`src/rtl/load_store_unit.sv`:
```
// Memory-stage load/store unit: turns M-stage load/store requests into single
// valid/ready bus transactions, stalls the pipeline while one is outstanding,
// and reports misalignment, bus errors and timeouts as a one-cycle ErrorM pulse.
module load_store_unit #(
   parameter int unsigned TIMEOUT = 255,
   parameter int unsigned TO_W    = 8
) (
   input  logic        clk,
   input  logic        reset,
   input  logic        MemReqM,
   input  logic        MemWriteM,
   input  logic        ByteOpM,
   input  logic [31:0] ALUOutM,
   input  logic [31:0] WriteDataM,
   output logic [31:0] ReadDataM,
   output logic        MemStallM,
   output logic        ErrorM,
   output logic [31:0] BusAddr,
   output logic [31:0] BusWData,
   output logic [3:0]  BusBE,
   output logic        BusWrite,
   output logic        BusValid,
   input  logic        BusReady,
   input  logic [31:0] BusRData,
   input  logic        BusErr
);

   typedef enum logic [1:0] {StIdle, StAccess, StDone} state_e;

   state_e          state_q, state_d;
   logic [TO_W-1:0] cnt_q, cnt_d;
   logic [31:0]     addr_q, addr_d;
   logic [31:0]     wdata_q, wdata_d;
   logic [3:0]      be_q, be_d;
   logic            write_q, write_d;
   logic            byte_q, byte_d;
   logic            err_q, err_d;
   logic [31:0]     rdata_q, rdata_d;

   logic            bus_valid;
   logic            stall;
   logic            error;
   logic [31:0]     rdata_shift;
   logic [7:0]      rdata_lane;

   // Selected byte lane of the returned read data for byte loads.
   always_comb begin
      rdata_shift = BusRData >> {addr_q[1:0], 3'b000};
      rdata_lane  = rdata_shift[7:0];
   end

   // Next-state, latched-request updates and combinational outputs.
   always_comb begin
      state_d   = state_q;
      cnt_d     = cnt_q;
      addr_d    = addr_q;
      wdata_d   = wdata_q;
      be_d      = be_q;
      write_d   = write_q;
      byte_d    = byte_q;
      err_d     = err_q;
      rdata_d   = rdata_q;
      bus_valid = 1'b0;
      stall     = 1'b0;
      error     = 1'b0;

      unique case (state_q)
         StIdle: begin
            stall = MemReqM;
            if (MemReqM) begin
               write_d = MemWriteM;
               byte_d  = ByteOpM;
               if (ByteOpM) begin
                  addr_d  = ALUOutM;
                  be_d    = 4'b0001 << ALUOutM[1:0];
                  wdata_d = {4{WriteDataM[7:0]}};
               end else begin
                  addr_d  = {ALUOutM[31:2], 2'b00};
                  be_d    = 4'b1111;
                  wdata_d = WriteDataM;
               end
               if (!ByteOpM && (ALUOutM[1:0] != 2'b00)) begin
                  // Misaligned word: complete with error, never touch the bus.
                  err_d   = 1'b1;
                  rdata_d = 32'h0;
                  state_d = StDone;
               end else begin
                  err_d   = 1'b0;
                  cnt_d   = '0;
                  state_d = StAccess;
               end
            end
         end
         StAccess: begin
            bus_valid = 1'b1;
            stall     = 1'b1;
            if (BusReady) begin
               err_d = BusErr;
               if (BusErr || write_q) begin
                  rdata_d = 32'h0;
               end else if (byte_q) begin
                  rdata_d = {24'h0, rdata_lane};
               end else begin
                  rdata_d = BusRData;
               end
               state_d = StDone;
            end else if (cnt_q == TO_W'(TIMEOUT - 1)) begin
               err_d   = 1'b1;
               rdata_d = 32'h0;
               state_d = StDone;
            end else begin
               cnt_d = cnt_q + 1'b1;
            end
         end
         StDone: begin
            // MemReqM here still belongs to the instruction just completed.
            error   = err_q;
            state_d = StIdle;
         end
         default: state_d = StIdle;
      endcase

      // Reset cycle forces the handshake and stall quiet regardless of state.
      if (!reset) begin
         bus_valid = 1'b0;
         stall     = 1'b0;
         error     = 1'b0;
      end
   end

   // State and latched-request registers with synchronous active-low reset.
   always_ff @(posedge clk) begin
      if (!reset) begin
         state_q <= StIdle;
         cnt_q   <= '0;
         addr_q  <= 32'h0;
         wdata_q <= 32'h0;
         be_q    <= 4'h0;
         write_q <= 1'b0;
         byte_q  <= 1'b0;
         err_q   <= 1'b0;
         rdata_q <= 32'h0;
      end else begin
         state_q <= state_d;
         cnt_q   <= cnt_d;
         addr_q  <= addr_d;
         wdata_q <= wdata_d;
         be_q    <= be_d;
         write_q <= write_d;
         byte_q  <= byte_d;
         err_q   <= err_d;
         rdata_q <= rdata_d;
      end
   end

   assign ReadDataM = rdata_q;
   assign MemStallM = stall;
   assign ErrorM    = error;
   assign BusAddr   = addr_q;
   assign BusWData  = wdata_q;
   assign BusBE     = be_q;
   assign BusWrite  = write_q;
   assign BusValid  = bus_valid;

endmodule

```
`config.mk`:
```
export PLATFORM = sky130hd
export DESIGN_NAME = load_store_unit
export DESIGN_NICKNAME = d
export VERILOG_FILES = /design/src/rtl/load_store_unit.sv
export SDC_FILE = /design/constraint.sdc
export NUM_CORES = 1
export LEC_CHECK = 0
export BUFFER_PORTS_ARGS = -buffer_cell sky130_fd_sc_hd__buf_4
export CAP_MARGIN = 0
export CORE_ASPECT_RATIO = 0.6
export CORE_UTILIZATION = 47
export CTS_CLUSTER_DIAMETER = 120
export DETAILED_ROUTE_END_ITERATION = 10
export PLACE_DENSITY_LB_ADDON = 0.2
export SLEW_MARGIN = 20
export SYNTH_ARGS = -nofsm -noshare
export SYNTH_HDL_FRONTEND = slang
export SYNTH_SLANG_ARGS = --single-unit
```
`constraint.sdc`:
```
create_clock -name clk -period 1.8 [get_ports clk]
set_input_delay 0.09 -clock clk [delete_from_list [all_inputs] [get_ports clk]]
set_output_delay 0.09 -clock clk [all_outputs]
set_load 0.05 [all_outputs]
```
### Word level (Yosys, flattened, before mapping)

Cells that the tools add are included.

* add/sub/neg operators: 1
* eq/ne operators: 9
* shifts and indexed selects: 2
* multiplexer cells: 31
* reduce and logical (&&, ||, !) cells: 11

Operators by type and width (count)
* 32-bit 2-to-1 mux: 7
* 32-bit one-hot mux with 2 select lines: 1
* 8-bit 2-to-1 mux: 4
* 32-bit by 5-bit right shift with 8-bit output: 1
* 8-bit one-hot mux with 2 select lines: 1
* 2-bit 2-to-1 mux: 5
* 2-bit != test, second input constant: 5
* 1-bit 2-to-1 mux: 9
* 8-bit by 1-bit adder with 8-bit output, second input constant: 1
* 8-bit == test, second input constant: 1
* 5-bit AND reduction: 1
* 4-bit 2-to-1 mux: 1
* 1-bit one-hot mux with 2 select lines: 2
* 2-bit one-hot mux with 2 select lines: 1
* 2-bit AND reduction: 2
* 4-bit AND reduction: 1
* 2-bit nonzero test: 2
* 1-bit by 2-bit left shift with 4-bit output, first input constant: 1
* 3-bit != test, second input constant: 1
* 3-bit AND reduction: 1
* 2-bit by 1-bit == test with 1-bit output, second input constant: 1
* 2-bit == test, second input constant: 1
* 2-bit zero test: 1
* 1-bit logical AND: 1
* 2 further kinds: 2

* bits in registers: 113
* input port bits: 103
* output and inout bits: 104
* logic and storage cells: 63

### Logic depth before layout (Yosys ltp)

* depth after elaboration: 5
* mapped depth: 8
* mapped depth without buffers: 6

### Worst setup path before layout

No wires, ideal clock.

* kind: flip-flop to output port
* start point: register state_q[1]
* end point: output port ErrorM
* arrival time: 1558 ps
* data required time: 1710 ps
* slack: 152 ps
* cell stages (with the launch flop): 3
* path buffers: 0
* cells stage by stage: dfxtp_1 > inv_1 > nor3_1

* word-level cells in the longest chain between the ends: 3

RTL lines
* start, declared: line 30 `state_e state_q, state_d;`
* start signal, assigned: line 134 `state_q <= StIdle;`
* start signal, assigned: line 144 `state_q <= state_d;`
* 2-bit == test: line 67 `unique case (state_q)`
* 1-bit 2-to-1 mux: line 67
* 1-bit 2-to-1 mux: line 124 `if (!reset) begin`
* end, declared: line 17 `output logic ErrorM,`

Every way passes these cells.

### Final worst setup path

* start point: register cnt_q[0]
* end point: register cnt_q[4]

* word-level cells in the longest chain between the ends: 4
* elaborated cells between the ends (all ways): 7
* those cells by class: 1 x add/sub; 2 x eq/ne; 3 x mux; 1 x reduce/logical

RTL lines
* start, declared: line 31 `logic [TO_W-1:0] cnt_q, cnt_d;`
* start signal, assigned: line 145 `cnt_q <= cnt_d;`
* 8-bit by 1-bit adder with 8-bit output: line 112 `cnt_d = cnt_q + 1'b1;`
* 8-bit 2-to-1 mux: line 107 `end else if (cnt_q == TO_W'(TIMEOUT - 1)) begin`
* 8-bit 2-to-1 mux: line 97 `if (BusReady) begin`
* 8-bit one-hot mux with 2 select lines: line 67

Parallel ways exist; a longest one is shown, timed or not. The select of a mux whose other input is x is not followed.
A chain may end at the register's enable or synchronous reset.

==> flow_summary.json <==
{
  "outcome": "complete, no violations",
  "multiInputGateArea_um2": 2260,
  "cts_tree": "yes",
  "p_leak_nw": 3.67,
  "synth_enable_flop_cells": 0,
  "synth_compound_area_share_pct": 24.5,
  "syn_inst": 507,
  "final_cell_mix": "220 x buf_4, 115 x nand2_1, 112 x dfxtp_1",
  "synth_top_family_by_area": "compound AO/OA/AOI/OAI gates",
  "tns_ps": 0,
  "whs_endpoint": "BusWData[3]$_SDFFE_PN0P_",
  "met3_length_um": 1270,
  "swShare_pct": 28.1,
  "drv_cap": 0,
  "clock_sinks": 113,
  "start_util_pct": 50.1,
  "clk_latency_ps": 410,
  "synth_seq_cells": 113,
  "vdd_drop_max_uv": 937,
  "power_frac_comb_pct": 19.9,
  "finalHoldViolCount": 0,
  "track_usage_pct": 30.4,
  "drc_errors": 0,
  "slew_violations": 0,
  "clockPowerShare_pct": 45.0,
  "r2r_end": "cnt_q[4]$_SDFFE_PN0P_",
  "rr_worst_depth": 6,
  "synthToLayoutAreaGrowth_pct": 62.9,
  "seq_area_um2": 2260,
  "fill_cells": 558,
  "layout_commonest_cell": "buf_4",
  "grt_start_max_net_pins": 47,
  "viasPerCell": 5.38,
  "synthSimpleGateAreaFrac_pct": 16.8,
  "wl_met2_um": 7310,
  "htreeDepth": 4,
  "yosys.cell_types.count": 43,
  "reg2reg_slack_ps": 110,
  "synth-main-ff-cell": "dfxtp_1",
  "dp_hpwl_um": 10000,
  "rows": 27,
  "worstPathMaxFanout": 11,
  "rsz0062_at_grt": "no",
  "p_seq_share_pct": 35.0,
  "wl_met1_um": 6850,
  "synth-xor-area-share_pct": 0,
  "nNetsFinal": 881,
  "dr.max_layer_used": "met4",
  "grt_overflow_total": 0,
  "setup_violations": 0,
  "drtIter0Drc": 377,
  "synth-adder-area-share_pct": 0.528,
  "crit_path_start_kind": "flop",
  "port_buffers": 206,
  "synthMuxAreaShare_pct": 5.49,
  "design_area_um2": 7720,
  "slew_headroom_pct": 67.3,
  "worstPathArrival_ps": 2020,
  "clk_pin_slew_ps": 50,
  "ios": 207,
  "hold_path_depth": 3,
  "required_ps": 2130,
  "die_x_um": 132,
  "hp-start": "WriteDataM[3]",
  "dr.pass1.iters": 5,
  "r2r-start": "cnt_q[0]$_SDFFE_PN0P_",
  "powerDensity_nw_per_um2": 1010,
  "syn-num-nets": 612,
  "place_congestion": 0.920,
  "diodes": 0,
  "holdCritPathClass": "in -> reg",
  "grt_pass1_wl_um": 24500,
  "core_um2": 9460,
  "first_global_vias": 4758,
  "yosysWarnings": 0,
  "postRouteAntennaNets": 0,
  "switching_power_mw": 2.20,
  "wire_per_inst_um": 17.2,
  "avgSynthCellArea_um2": 9.34,
  "ys_seq_area_share_pct": 47.8,
  "wirelength_um": 15800,
  "post-route-min-period_ps": 1690,
  "cellInternalPower_mw": 5.62,
  "placed_area_um2": 6400,
  "die_area_um2": 10500,
  "async_flop_share_pct": 0,
  "cts_root_buf": "clkbuf_16",
  "drive_above_1_share_pct": 33.6,
  "cts_buffers": 17,
  "die-height_um": 79.8,
  "antenna_found_initial": 0,
  "path_class": "reg -> reg",
  "cp-end-kind": "flop",
  "finClkSkew_ps": 10.8,
  "num_vias": 4947,
  "whs_ps": 10.6,
  "worst_pin_slew_ps": 491,
  "synth_area_um2": 4740,
  "max_clock_freq_ghz": 0.591,
  "cts_buffer_depth": 2,
  "fin_crit_sh_pct": 94.0
}
## critical path, cell delays in order, from the launching register on
cell and delay [ps]:
dfxtp_1 390, inv_1 60, ha_1 210, nand4_1 110, o22ai_2 150, or4_1 540
a21oi_1 170
## cell type report
class	instances	area share [%]
Clock buffer	23	6.45
Inverter	4	0.195
Multi-Input combinational cell	349	29.3
Sequential cell	113	29.3
Tap cell	130	2.11
Clock inverter	9	1.65
Timing Repair Buffer	291	31.0
## cells in the mapped netlist, types with 2 or more instances
cell,number,area share [%]
nand2_1,115,9.1
dfxtp_1,113,48
a21boi_0,42,6.7
o211a_1,28,5.9
mux2i_1,26,5.5
a22o_1,24,4.4
clkbuf_1,18,1.4
nand2b_1,18,2.4
buf_2,15,1.6
nand3_1,14,1.5
a21oi_1,13,1.4
o2bb2ai_1,8,1.5
a31oi_1,7,0.92
nor2_1,7,0.55
o21ai_0,5,0.53
o31ai_1,5,0.79
buf_4,4,0.63
inv_1,4,0.32
or4_1,4,0.63
nand4_1,3,0.40
or3_1,3,0.40
a22oi_1,2,0.32
and2_1,2,0.26
buf_8,2,0.63
ha_1,2,0.53
nor2b_1,2,0.26
o21bai_1,2,0.32
o221ai_1,2,0.37
o22ai_1,2,0.26
or2_2,2,0.26
## power groups by stage
| stage | clock network, mW | registers, mW | logic (mW) |
|---|---|---|---|
| 2_1_floorplan | 0 | 3.22 | 0.420 |
| 3_3_place_gp | 0 | 2.77 | 1.39 |
| 3_5_place_dp | 0 | 2.78 | 1.41 |
| 4_1_cts | 3.55 | 2.73 | 1.54 |
| 5_1_grt | 3.66 | 2.75 | 1.64 |
| 6_report | 3.52 | 2.74 | 1.56 |
## per-layer routing
layer	vias up	global-route usage [%]
met5	-	0
met4	0	11.7
met2	238	49.4
met1	2337	37.6
met3	37	9.90
li1	2335	-
## logic make-up after synthesis
kind of cell	count (synthesis)
simple gates	175
compound gates	146
flops	113
buf+inv	45
mux	26
fa+ha+maj	2
## worst max-delay path by stage
| stage | start | to | slack [ps] |
|---|---|---|---|
| after detailed placement | cnt_q[0]$_SDFFE_PN0P_ | state_q[0]$_SDFFE_PN0P_ | 90 |
| after global routing | cnt_q[3]$_SDFFE_PN0P_ | ReadDataM[25]$_SDFFE_PN0P_ | 20 |
| final | cnt_q[0]$_SDFFE_PN0P_ | cnt_q[4]$_SDFFE_PN0P_ | 110 |
| after CTS | cnt_q[0]$_SDFFE_PN0P_ | cnt_q[4]$_SDFFE_PN0P_ | 70 |
| after floorplan | state_q[1]$_SDFFE_PN0P_ | ErrorM | 150 |
| after global placement | cnt_q[0]$_SDFFE_PN0P_ | cnt_q[6]$_SDFFE_PN0P_ | 170 |
## sequential cells by signal, summed over array words and instances (netlist names)
signal and count:
BusAddr 32, BusBE 4, BusWData 32, BusWrite 1
ReadDataM 32, byte_q 1, cnt_q 8, err_q 1
state_q 2
## timing repair
| item | in CTS | in global routing |
|---|---|---|
| hold buffers | 68 | 0 |
| endpoints found under the setup margin | 0 | 7 |
| setup buffers | 0 | 0 |
| hold endpoints to repair | 68 | 0 |
| resized for setup | 0 | 3 |
## through the flow
step / setup slack [ps] / instances / utilization (%) / total power, mW
finish: 108 / 919 / 81.6 / 7.82
global route: 15.1 / 919 / 81.6 / 8.06
CTS: 72.6 / 919 / 81.5 / 7.82
detailed placement: 89.2 / 819 / 67.7 / 4.19
global placement: 171 / 819 / 67.7 / 4.16
floorplan: 152 / 507 / - / 3.64
(Power assumes the default switching activity.)
